--- src/rtl/muldiv_pkg.sv ---
// Shared types and op-decode helpers for the iterative
// RV32M multiply/divide unit.
package muldiv_pkg;

  typedef enum logic [2:0] {
    OP_MUL    = 3'd0,
    OP_MULH   = 3'd1,
    OP_MULHSU = 3'd2,
    OP_MULHU  = 3'd3,
    OP_DIV    = 3'd4,
    OP_DIVU   = 3'd5,
    OP_REM    = 3'd6,
    OP_REMU   = 3'd7
  } muldiv_op_e;

  typedef enum logic [1:0] {
    S_IDLE = 2'd0,
    S_CALC = 2'd1,
    S_DONE = 2'd2
  } muldiv_state_e;

  function automatic logic is_div(muldiv_op_e op);
    return op[2];
  endfunction

  function automatic logic is_quot(muldiv_op_e op);
    return (op == OP_DIV) || (op == OP_DIVU);
  endfunction

  function automatic logic is_signed_a(muldiv_op_e op);
    return (op == OP_MULH) || (op == OP_MULHSU) ||
           (op == OP_DIV)  || (op == OP_REM);
  endfunction

  function automatic logic is_signed_b(muldiv_op_e op);
    return (op == OP_MULH) || (op == OP_DIV) ||
           (op == OP_REM);
  endfunction

endpackage

--- src/rtl/muldiv_if.sv ---
// Core-side request/response bundle of the muldiv unit.
// The core drives the request, the unit answers with stall/done.
interface muldiv_if #(
  parameter int XLEN = 32
) ();
  import muldiv_pkg::*;

  logic            start_i;
  muldiv_op_e      op_i;
  logic            abort_i;
  logic [XLEN-1:0] rs1_i;
  logic [XLEN-1:0] rs2_i;
  logic            stall_o;
  logic            done_o;
  logic [XLEN-1:0] result_o;

  modport master (
    output start_i, op_i, abort_i, rs1_i, rs2_i,
    input  stall_o, done_o, result_o
  );

  modport slave (
    input  start_i, op_i, abort_i, rs1_i, rs2_i,
    output stall_o, done_o, result_o
  );

endinterface

--- src/rtl/muldiv_iter.sv ---
// One combinational step: shift-add multiply or
// restoring-divide, on acc = {hi, lo} and a fixed operand.
module muldiv_iter #(
  parameter int XLEN = 32
) (
  input  logic              div_i,
  input  logic [2*XLEN-1:0] acc_i,
  input  logic [XLEN-1:0]   opnd_i,
  output logic [2*XLEN-1:0] acc_o,
  output logic [XLEN-1:0]   opnd_o
);

  logic [XLEN:0] sum;
  logic [XLEN:0] cand;
  logic [XLEN:0] diff;

  always_comb begin
    sum    = {1'b0, acc_i[2*XLEN-1:XLEN]} +
             (acc_i[0] ? {1'b0, opnd_i} : '0);
    cand   = acc_i[2*XLEN-1:XLEN-1];
    diff   = cand - {1'b0, opnd_i};
    acc_o  = '0;
    opnd_o = opnd_i;
    if (div_i) begin
      // lo half shifts in quotient bits, hi half is remainder
      if (diff[XLEN])
        acc_o = {cand[XLEN-1:0], acc_i[XLEN-2:0], 1'b0};
      else
        acc_o = {diff[XLEN-1:0], acc_i[XLEN-2:0], 1'b1};
    end else begin
      acc_o = {sum, acc_i[XLEN-1:1]};
    end
  end

endmodule

--- src/rtl/muldiv_unit.sv ---
// Iterative RV32M multiply/divide unit: XLEN steps per op,
// stalls the core until the one-cycle done pulse.
module muldiv_unit
  import muldiv_pkg::*;
#(
  parameter int XLEN = 32,
  parameter int CNTW = $clog2(XLEN) + 1
) (
  input  logic    clk_i,
  input  logic    rst_i,
  muldiv_if.slave bus
);

  localparam logic [XLEN-1:0] MIN_NEG =
    {1'b1, {(XLEN-1){1'b0}}};

  muldiv_state_e     state_q, state_d;
  muldiv_op_e        op_q, op_d;
  logic [2*XLEN-1:0] acc_q, acc_d;
  logic [XLEN-1:0]   opnd_q, opnd_d;
  logic [CNTW-1:0]   cnt_q, cnt_d;
  logic              neg_q, neg_d;
  logic              negr_q, negr_d;
  logic [XLEN-1:0]   result_q, result_d;

  logic              sa, sb, div0, ovf;
  logic [XLEN-1:0]   abs_a, abs_b, spec_res;
  logic [2*XLEN-1:0] acc_nx, prod;
  logic [XLEN-1:0]   opnd_nx, quo, rem, fin_res;

  muldiv_iter #(.XLEN(XLEN)) u_iter (
    .div_i  (is_div(op_q)),
    .acc_i  (acc_q),
    .opnd_i (opnd_q),
    .acc_o  (acc_nx),
    .opnd_o (opnd_nx)
  );

  always_comb begin
    sa    = is_signed_a(bus.op_i) & bus.rs1_i[XLEN-1];
    sb    = is_signed_b(bus.op_i) & bus.rs2_i[XLEN-1];
    abs_a = sa ? -bus.rs1_i : bus.rs1_i;
    abs_b = sb ? -bus.rs2_i : bus.rs2_i;
    div0  = is_div(bus.op_i) && (bus.rs2_i == '0);
    ovf   = ((bus.op_i == OP_DIV) ||
             (bus.op_i == OP_REM)) &&
            (bus.rs1_i == MIN_NEG) && (bus.rs2_i == '1);
    // overflow quotient equals the dividend itself
    if (div0)
      spec_res = is_quot(bus.op_i) ? '1 : bus.rs1_i;
    else
      spec_res = is_quot(bus.op_i) ? bus.rs1_i : '0;
  end

  always_comb begin
    prod    = neg_q ? -acc_nx : acc_nx;
    quo     = acc_nx[XLEN-1:0];
    rem     = acc_nx[2*XLEN-1:XLEN];
    fin_res = '0;
    unique case (1'b1)
      (op_q == OP_MUL):
        fin_res = prod[XLEN-1:0];
      (!is_div(op_q) && op_q != OP_MUL):
        fin_res = prod[2*XLEN-1:XLEN];
      is_quot(op_q):
        fin_res = neg_q ? -quo : quo;
      (is_div(op_q) && !is_quot(op_q)):
        fin_res = negr_q ? -rem : rem;
      default:
        fin_res = '0;
    endcase
  end

  always_comb begin
    state_d  = state_q;
    op_d     = op_q;
    acc_d    = acc_q;
    opnd_d   = opnd_q;
    cnt_d    = cnt_q;
    neg_d    = neg_q;
    negr_d   = negr_q;
    result_d = result_q;
    unique case (state_q)
      S_IDLE: begin
        if (bus.start_i) begin
          op_d  = bus.op_i;
          cnt_d = '0;
          if (div0 || ovf) begin
            result_d = spec_res;
            state_d  = S_DONE;
          end else begin
            acc_d   = {{XLEN{1'b0}}, abs_a};
            opnd_d  = abs_b;
            neg_d   = sa ^ sb;
            negr_d  = sa;
            state_d = S_CALC;
          end
        end
      end
      S_CALC: begin
        acc_d  = acc_nx;
        opnd_d = opnd_nx;
        cnt_d  = cnt_q + CNTW'(1);
        if (cnt_q == CNTW'(XLEN-1)) begin
          result_d = fin_res;
          state_d  = S_DONE;
        end
      end
      S_DONE:  state_d = S_IDLE;
      default: state_d = S_IDLE;
    endcase
    if (bus.abort_i) begin
      state_d  = S_IDLE;
      result_d = result_q;
    end
  end

  always_ff @(posedge clk_i or posedge rst_i) begin
    if (rst_i) begin
      state_q  <= S_IDLE;
      op_q     <= OP_MUL;
      acc_q    <= '0;
      opnd_q   <= '0;
      cnt_q    <= '0;
      neg_q    <= 1'b0;
      negr_q   <= 1'b0;
      result_q <= '0;
    end else begin
      state_q  <= state_d;
      op_q     <= op_d;
      acc_q    <= acc_d;
      opnd_q   <= opnd_d;
      cnt_q    <= cnt_d;
      neg_q    <= neg_d;
      negr_q   <= negr_d;
      result_q <= result_d;
    end
  end

  assign bus.stall_o  = (state_q == S_IDLE && bus.start_i &&
                         !bus.abort_i) || (state_q == S_CALC);
  assign bus.done_o   = (state_q == S_DONE);
  assign bus.result_o = result_q;

endmodule

--- src/flat_wrapper.sv ---
// flat-port wrapper written by rule: the top's interface ports become plain ports
module muldiv_unit_flat import muldiv_pkg::*;
#(
  parameter int XLEN = 32,
  parameter int CNTW = $clog2(XLEN) + 1
)
  (clk_i, rst_i, bus_start_i, bus_op_i, bus_abort_i, bus_rs1_i, bus_rs2_i, bus_stall_o, bus_done_o, bus_result_o);
  muldiv_if #(.XLEN(XLEN)) bus_i ();
  input  logic clk_i;
  input  logic rst_i;
  input wire logic [$bits(bus_i.start_i)-1:0] bus_start_i;
  input wire logic [$bits(bus_i.op_i)-1:0] bus_op_i;
  input wire logic [$bits(bus_i.abort_i)-1:0] bus_abort_i;
  input wire logic [$bits(bus_i.rs1_i)-1:0] bus_rs1_i;
  input wire logic [$bits(bus_i.rs2_i)-1:0] bus_rs2_i;
  output wire logic [$bits(bus_i.stall_o)-1:0] bus_stall_o;
  output wire logic [$bits(bus_i.done_o)-1:0] bus_done_o;
  output wire logic [$bits(bus_i.result_o)-1:0] bus_result_o;
  assign bus_i.start_i = bus_start_i;
  assign bus_i.op_i = bus_op_i;
  assign bus_i.abort_i = bus_abort_i;
  assign bus_i.rs1_i = bus_rs1_i;
  assign bus_i.rs2_i = bus_rs2_i;
  assign bus_stall_o = bus_i.stall_o;
  assign bus_done_o = bus_i.done_o;
  assign bus_result_o = bus_i.result_o;
  muldiv_unit #(.XLEN(XLEN), .CNTW(CNTW)) u_core (.clk_i(clk_i), .rst_i(rst_i), .bus(bus_i));
endmodule
--- config.mk ---
export PLATFORM = sky130hd
export DESIGN_NAME = muldiv_unit_flat
export DESIGN_NICKNAME = d
export VERILOG_FILES = /design/src/rtl/muldiv_pkg.sv /design/src/rtl/muldiv_if.sv /design/src/rtl/muldiv_iter.sv /design/src/rtl/muldiv_unit.sv /design/src/flat_wrapper.sv
export SDC_FILE = /design/constraint.sdc
export NUM_CORES = 1
export LEC_CHECK = 0
export ABC_CLOCK_PERIOD_IN_PS = 5950
export CELL_PAD_IN_SITES_DETAIL_PLACEMENT = 1
export CELL_PAD_IN_SITES_GLOBAL_PLACEMENT = 2
export CORE_ASPECT_RATIO = 1.2
export CORE_MARGIN = 2
export CORE_UTILIZATION = 36
export DETAILED_ROUTE_END_ITERATION = 8
export PLACE_DENSITY = 0.9
export SYNTH_ARGS = -nofsm -noshare
export SYNTH_HDL_FRONTEND = slang
export SYNTH_HIERARCHICAL = 1
export SYNTH_SLANG_ARGS = --single-unit
--- constraint.sdc ---
create_clock -name clk_i -period 5.95 [get_ports clk_i]
set_clock_uncertainty 0.15 [all_clocks]
set_input_delay 1.19 -clock clk_i [delete_from_list [all_inputs] [get_ports clk_i]]
set_output_delay 1.19 -clock clk_i [all_outputs]
set_load 0.02 [all_outputs]
-- After elaboration in Yosys (flattened, before gate mapping)
Index checks and enable logic that the tools add are counted.
- register bits after elaboration: 141
- logic and storage cells: 96
- input port bits: 71
- output and inout bits: 34
- multiplexer cells: 26
- bitwise operators: 5
- reduce and logical (&&, ||, !) cells: 31
- equality and inequality tests: 18
- add/sub/neg operators: 8
- operators with widths (operator ; count):
    32-bit two-way mux ; 11
    64-bit two-way mux ; 5
    32-bit negation ; 4
    32-bit case mux with 4 select lines ; 1
    64-bit case mux with 2 select lines ; 1
    32-bit == test, second input constant ; 2
    64-bit negation ; 1
    32-bit case mux with 2 select lines ; 1
    32-bit by 33-bit adder with 33-bit output ; 1
    33-bit by 32-bit subtractor with 33-bit output ; 1
    32-bit logical NOT ; 1
    3-bit == test, second input constant ; 5
    6-bit case mux with 2 select lines ; 1
    1-bit logical OR ; 10
    2-bit two-way mux ; 4
    1-bit logical AND ; 7
    6-bit by 1-bit adder with 6-bit output, second input constant ; 1
    6-bit by 5-bit == test with 1-bit output, second input constant ; 1
    6-bit two-way mux ; 1
    2-bit AND reduction ; 3
    3-bit AND reduction ; 2
    5-bit AND reduction ; 1
    2-bit by 1-bit != test with 1-bit output, second input constant ; 2
    2-bit != test, second input constant ; 2
    15 further kinds ; 19

-- Depth between registers and ports, before layout
- depth after elaboration: 9
- mapped depth: 24

-- By module
Netlist, hierarchy kept.
- modules (own cells, without submodules) (module ; instances ; cells each ; area an instance (um^2)):
    muldiv_unit ; 1 ; 1417 ; 10872.9
    muldiv_iter ; 1 ; 720 ; 5061.1

-- Worst setup path before layout
Ideal clock, no wire load.
- path type: reg-to-reg
- start: reg u_core.acc_q[31]
- end: reg u_core.result_q[28] (netlist: u_core/bus.result_o[28])
- stages on the path, launching flop included: 25
- setup slack: 0.629 ns
- data arrival time: 5.050 ns
- setup time: 0.121 ns
- path through: dfrtp_1 inv_1 ha_1 fa_1 nor2b_1 o31ai_1 a21o_1 o211ai_4 a31oi_4 o211ai_4 buf_6 nor2_1 a21o_1 inv_1 ha_1 or3b_2 clkbuf_1 or4_1 clkbuf_1 nor3_1 buf_2 o31ai_1 a311oi_1 o211ai_1 a22o_1
- longest elaborated chain between the ends: 8
- elaborated cells on any way between the ends: 12
- ends and longest elaborated chain (item ; RTL line ; source):
    start, declared ; muldiv_unit.sv:19 ; logic [2*XLEN-1:0] acc_q, acc_d;
    start signal, assigned ; muldiv_unit.sv:122 ; acc_q <= '0;
    start signal, assigned ; muldiv_unit.sv:131 ; acc_q <= acc_d;
    33-bit by 32-bit subtractor with 33-bit output * ; muldiv_iter.sv:21 ; diff = cand - {1'b0, opnd_i};
    64-bit two-way mux * ; muldiv_iter.sv:26 ; if (diff[XLEN])
    64-bit two-way mux * ; muldiv_iter.sv:24 ; if (div_i) begin
    via u_core.acc_nx[0] ; muldiv_unit.sv:28 ; logic [2*XLEN-1:0] acc_nx, prod;
    64-bit negation / 32-bit negation (equally long branches) ; muldiv_unit.sv:56, muldiv_unit.sv:66 ;
    64-bit two-way mux / 32-bit two-way mux (equally long branches) ; muldiv_unit.sv:56, muldiv_unit.sv:66 ;
    32-bit case mux with 4 select lines * ; muldiv_unit.sv:60 ; unique case (1'b1)
    32-bit two-way mux * ; muldiv_unit.sv:104 ; if (cnt_q == CNTW'(XLEN-1)) begin
    32-bit case mux with 2 select lines * ; muldiv_unit.sv:83 ; unique case (state_q)
    end signal, assigned ; muldiv_unit.sv:136 ; result_q <= result_d;
    end, declared ; muldiv_unit.sv:24 ; logic [XLEN-1:0] result_q, result_d;
The timed path passes the listed nets; every way through them passes the cells marked *. The select of a mux whose other input is x is not followed.
A chain may end at the register's enable or synchronous reset.

-- Worst setup path after layout
- start: reg u_core.acc_q[31]
- end: reg u_core.result_q[25] (netlist: u_core/bus.result_o[25])
The elaborated chain is that of the path after synthesis.

==> impl_summary.md <==
Drt
The wire length on met2 is 32,600 um. In this run the remaining antenna-violating nets after routing total 0. For this run, design rule violations remaining after detail routing come to 0.

The number of vias per cell is 6.29. The met1 wire length is 28,100 um. The post-detailed-route wirelength per cell is 24.9 um. The highest metal layer used by the detailed router is met4. For this run, the detailed router's first-pass iteration total came to 5. Across all layers, the routed design uses 17,400 vias. The wire length on met3 is 3750 um. The initial DRC count is 1,310. The wire length after detailed routing is 69,100 um.

Worst setup path
The data required time of the critical path is 6.15 ns. The startpoint kind of the worst setup timing path is a register. The slack of the worst reg-to-reg path is 0.15 ns. Measured in cells, the most critical reg-to-reg path has a length of 19. The worst setup path is captured at a register. Of all nets on the critical path, the largest fanout is 5. The worst path arrival time is 6.00 ns.

By startpoint and endpoint, the worst setup path is classified as register to register. The startpoint identified for the worst register-to-register timing path is u_core/acc_q[31]$_DFFE_PP0P_. In this run the critical register-to-register path is captured at u_core/bus.result_o[25]$_DFFE_PP0P_.

Power and ir drop
The final total power is 5.95 mW. For this design the static power due to leakage is 7.70 nW. The total power per unit cell area is 322 mW/mm2. Across the VDD grid, the largest voltage drop is 0.000196 V.

Global route
The largest net degree at the start of global routing is 78. Summed over all layers, the global routing overflow is 0. The via count of the first global-routing pass is 17,900. The overall global routing resource usage is 30.3%. The wire length of the first global-routing pass is 107,000 um. The number of antenna violations at the first check in global routing is 0.

STA
The max-slew violation total from the final report is 0. The worst path needs 5.80 ns of the cycle, external delays included. For the pin with the worst max-slew slack, the measured transition is 1.00 ns. The number of endpoints failing setup at the final stage is 0. The maximum clock frequency is 172 MHz.

The worst path uses 97.5% of the clock period. The number of hold-slack violations in the final timing report is 0. The tightest hold path in the finished design has a slack of 0.338 ns. In the post-route analysis, the smallest setup slack over all paths is 0.149 ns. The headroom to the max-slew limit is 33.3%.

Floorplan
The floorplan step defined a die boundary enclosing 0.0460 mm2. The die is 196 um wide. The floorplan step set the die height to 234 um. For this configuration, the core starts out at a cell density of 36.4%. The core area is 0.0437 mm2. The number of standard-cell rows in the floorplan is 84. The I/O pin count is 105.

Placed design
At the placement stage, the worst setup path has a slack of 0.146 ns. Buffers placed on the I/O ports in this run total 104. The HPWL after detailed placement is 53,700 um.

After detailed placement, the total cell area comes to 0.0177 mm2. The placer's final routability congestion estimate is 1.02.

Synth
Of all cell types, the one taking the most synthesized area is sky130_fd_sc_hd__dfrtp_1. Counting every instance in the synthesized netlist gives 2,137. Ranked by total cell area, the synthesized netlist is headed by sky130_fd_sc_hd__dfrtp_1, sky130_fd_sc_hd__o21ai_0, sky130_fd_sc_hd__a21oi_1, sky130_fd_sc_hd__ha_1, sky130_fd_sc_hd__nand2_1. The synthesized netlist contains 91 unique library cells. The most common flop cell mapped by yosys is sky130_fd_sc_hd__dfrtp_1. Of all flip-flops after synthesis, the portion carrying an async set or reset was 100%. The number of enable flip-flop cells after synthesis is 0. Counting every net in the synthesized netlist gives 2,280. In this run the cell area of the synthesized design comes to 0.0159 mm2. The Yosys step of the flow raised 6 warnings.

The post-synthesis sequential element count is 141. The average instance area after synthesis is 7.46 um2. After synthesis, the largest area contributor takes up 22.1% of total cell area.

The sequential share of the synthesized area is 22.1%.

Clock network
Clock tree synthesis inserted a total of 17 buffers. The post-cts repair resize count is 0. TritonCTS built the clock tree. The H-tree was split into 4 levels. The number of hold buffers added after CTS was 0. The post-CTS setup buffer count is 0. The CTS root buffer is sky130_fd_sc_hd__clkbuf_16. The clock transition at the registers of the reported paths is 0.07 ns.

The clock net in this run drives a total of 141 sinks. The clock latency at the later pin of the worst-skew pair is 0.47 ns. The largest buffer count on any clock path is 2.

Finish
Summing all non-filler instances in the final layout gives an area of 0.0185 mm2. The area growth from synthesis to layout is 15.8%. The layout filler cell count is 5,408. The number of antenna diodes in the final layout is 0. Summing all flip-flop and latch instances after layout gives 0.00353 mm2. In the layout the commonest cells are sky130_fd_sc_hd__nand2_1, sky130_fd_sc_hd__o21ai_0, sky130_fd_sc_hd__a21oi_1.

Cells with a size suffix above 1 make up 11.7% of the layout. The commonest non-fill, non-tap cell in the layout is sky130_fd_sc_hd__nand2_1. The multi-input combinational cells in the finished layout cover a total of 0.0114 mm2.

The final layout net count is 2,341.

Worst hold path
The path with the worst hold slack has its endpoint at u_core/bus.result_o[2]$_DFFE_PP0P_. The hold path startpoint is u_core/bus.result_o[2]$_DFFE_PP0P_. The number of cells on the worst hold path is 2. The class of the tightest hold or removal check is register to register.

Flow run
The max-capacitance violation count is 0.

Run status
The flow ran to the end, and the final reports show no timing, DRC or antenna violations.
layout make-up:
class | count | area share (%)
inverters | 64 | 1.33
well taps | 559 | 3.79
clock buffers | 20 | 2.47
multi-input cells | 1759 | 62.0
flip-flops and latches | 141 | 19.1
repair buffers | 215 | 10.4
clock inverters | 12 | 0.868
cells by family after synthesis:
group / Yosys count / share of synthesized area (%)
xor+xnor: 145 / 7.97
compound gates: 737 / 30.1
buf+inv: 237 / 6.81
mux: 67 / 4.52
flops: 141 / 22.1
simple gates: 738 / 22.7
fa+ha+maj: 72 / 5.75
per-layer routing:
metal | GRT usage [%] | vias up
met4 | 19.8 | 0
met5 | 0 | -
li1 | - | 7937
met2 | 51.2 | 669
met1 | 36.7 | 8643
met3 | 3.60 | 183
synth_stat cells (all sizes together) (20+ instances only):
master and n:
a31oi 23, dfrtp 141, ha 70, a211oi 23, nand3 38, mux2i 28, xnor2 74, nand4 29
and2 38, mux2 39, nor4 32, a21oi 193, a21o 43, xor2 71, o31ai 33, inv 62
or3 25, nor3 64, buf 60, a22o 37, o21ai 226, or4 21, nor2 185, clkbuf 113
nand2 217, and3 20
state kept, by name, summed over array words and instances, names as in the netlist:
name                 count
u_core/state_q           2
u_core/negr_q            1
u_core/op_q              3
u_core/acc_q            64
u_core/opnd_q           32
u_core/neg_q             1
u_core/cnt_q             6
u_core/bus.result_o     32
where the power goes:
part / total (mW) / internal, mW / switching, mW
Combinational: 3.48 / 1.30 / 2.18
Sequential: 1.30 / 1.09 / 0.207
Clock: 1.17 / 0.684 / 0.481
critical path, cell delays in order, from the launching register on:
cell and delay (ns):
sky130_fd_sc_hd__dfrtp_1 0.37, sky130_fd_sc_hd__inv_1 0.07, sky130_fd_sc_hd__ha_1 0.23, sky130_fd_sc_hd__fa_1 0.42, sky130_fd_sc_hd__nor2b_1 0.18, sky130_fd_sc_hd__o31ai_1 0.15, sky130_fd_sc_hd__a21o_1 0.26, sky130_fd_sc_hd__o211ai_4 0.28
sky130_fd_sc_hd__a31oi_4 0.16, sky130_fd_sc_hd__o211ai_4 0.26, sky130_fd_sc_hd__nor2_1 0.18, sky130_fd_sc_hd__a21o_1 0.24, sky130_fd_sc_hd__or4_1 0.55, sky130_fd_sc_hd__or2_2 0.31, sky130_fd_sc_hd__or4_4 0.57, sky130_fd_sc_hd__o21ai_0 0.46
sky130_fd_sc_hd__o21ai_0 0.14, sky130_fd_sc_hd__a2111oi_0 0.44, sky130_fd_sc_hd__buf_4 0.18, sky130_fd_sc_hd__o21ai_0 0.08
stage by stage:
stage | std cells | TNS (ns) | util [%]
2_1_floorplan | 2137 | 0 | -
3_3_place_gp | 2738 | 0 | 40.6
3_5_place_dp | 2738 | 0 | 40.6
4_1_cts | 2770 | 0 | 42.0
5_1_grt | 2770 | -0.00834 | 42.2
6_report | 2770 | 0 | 42.2
worst max-delay path by stage:
stage / start / slack [ns] / endpoint
finish: u_core/acc_q[31]$_DFFE_PP0P_ / 0.15 / u_core/bus.result_o[25]$_DFFE_PP0P_
floorplan: u_core/acc_q[31]$_DFFE_PP0P_ / 0.63 / u_core/bus.result_o[28]$_DFFE_PP0P_
CTS: u_core/acc_q[31]$_DFFE_PP0P_ / 0.09 / u_core/bus.result_o[31]$_DFFE_PP0P_
detailed placement: u_core/acc_q[31]$_DFFE_PP0P_ / 0.15 / u_core/bus.result_o[31]$_DFFE_PP0P_
global route: u_core/acc_q[31]$_DFFE_PP0P_ / -0.008 / u_core/bus.result_o[30]$_DFFE_PP0P_
global placement: u_core/acc_q[31]$_DFFE_PP0P_ / 0.21 / u_core/bus.result_o[31]$_DFFE_PP0P_
No activity file was read; power rests on OpenSTA's default activity.
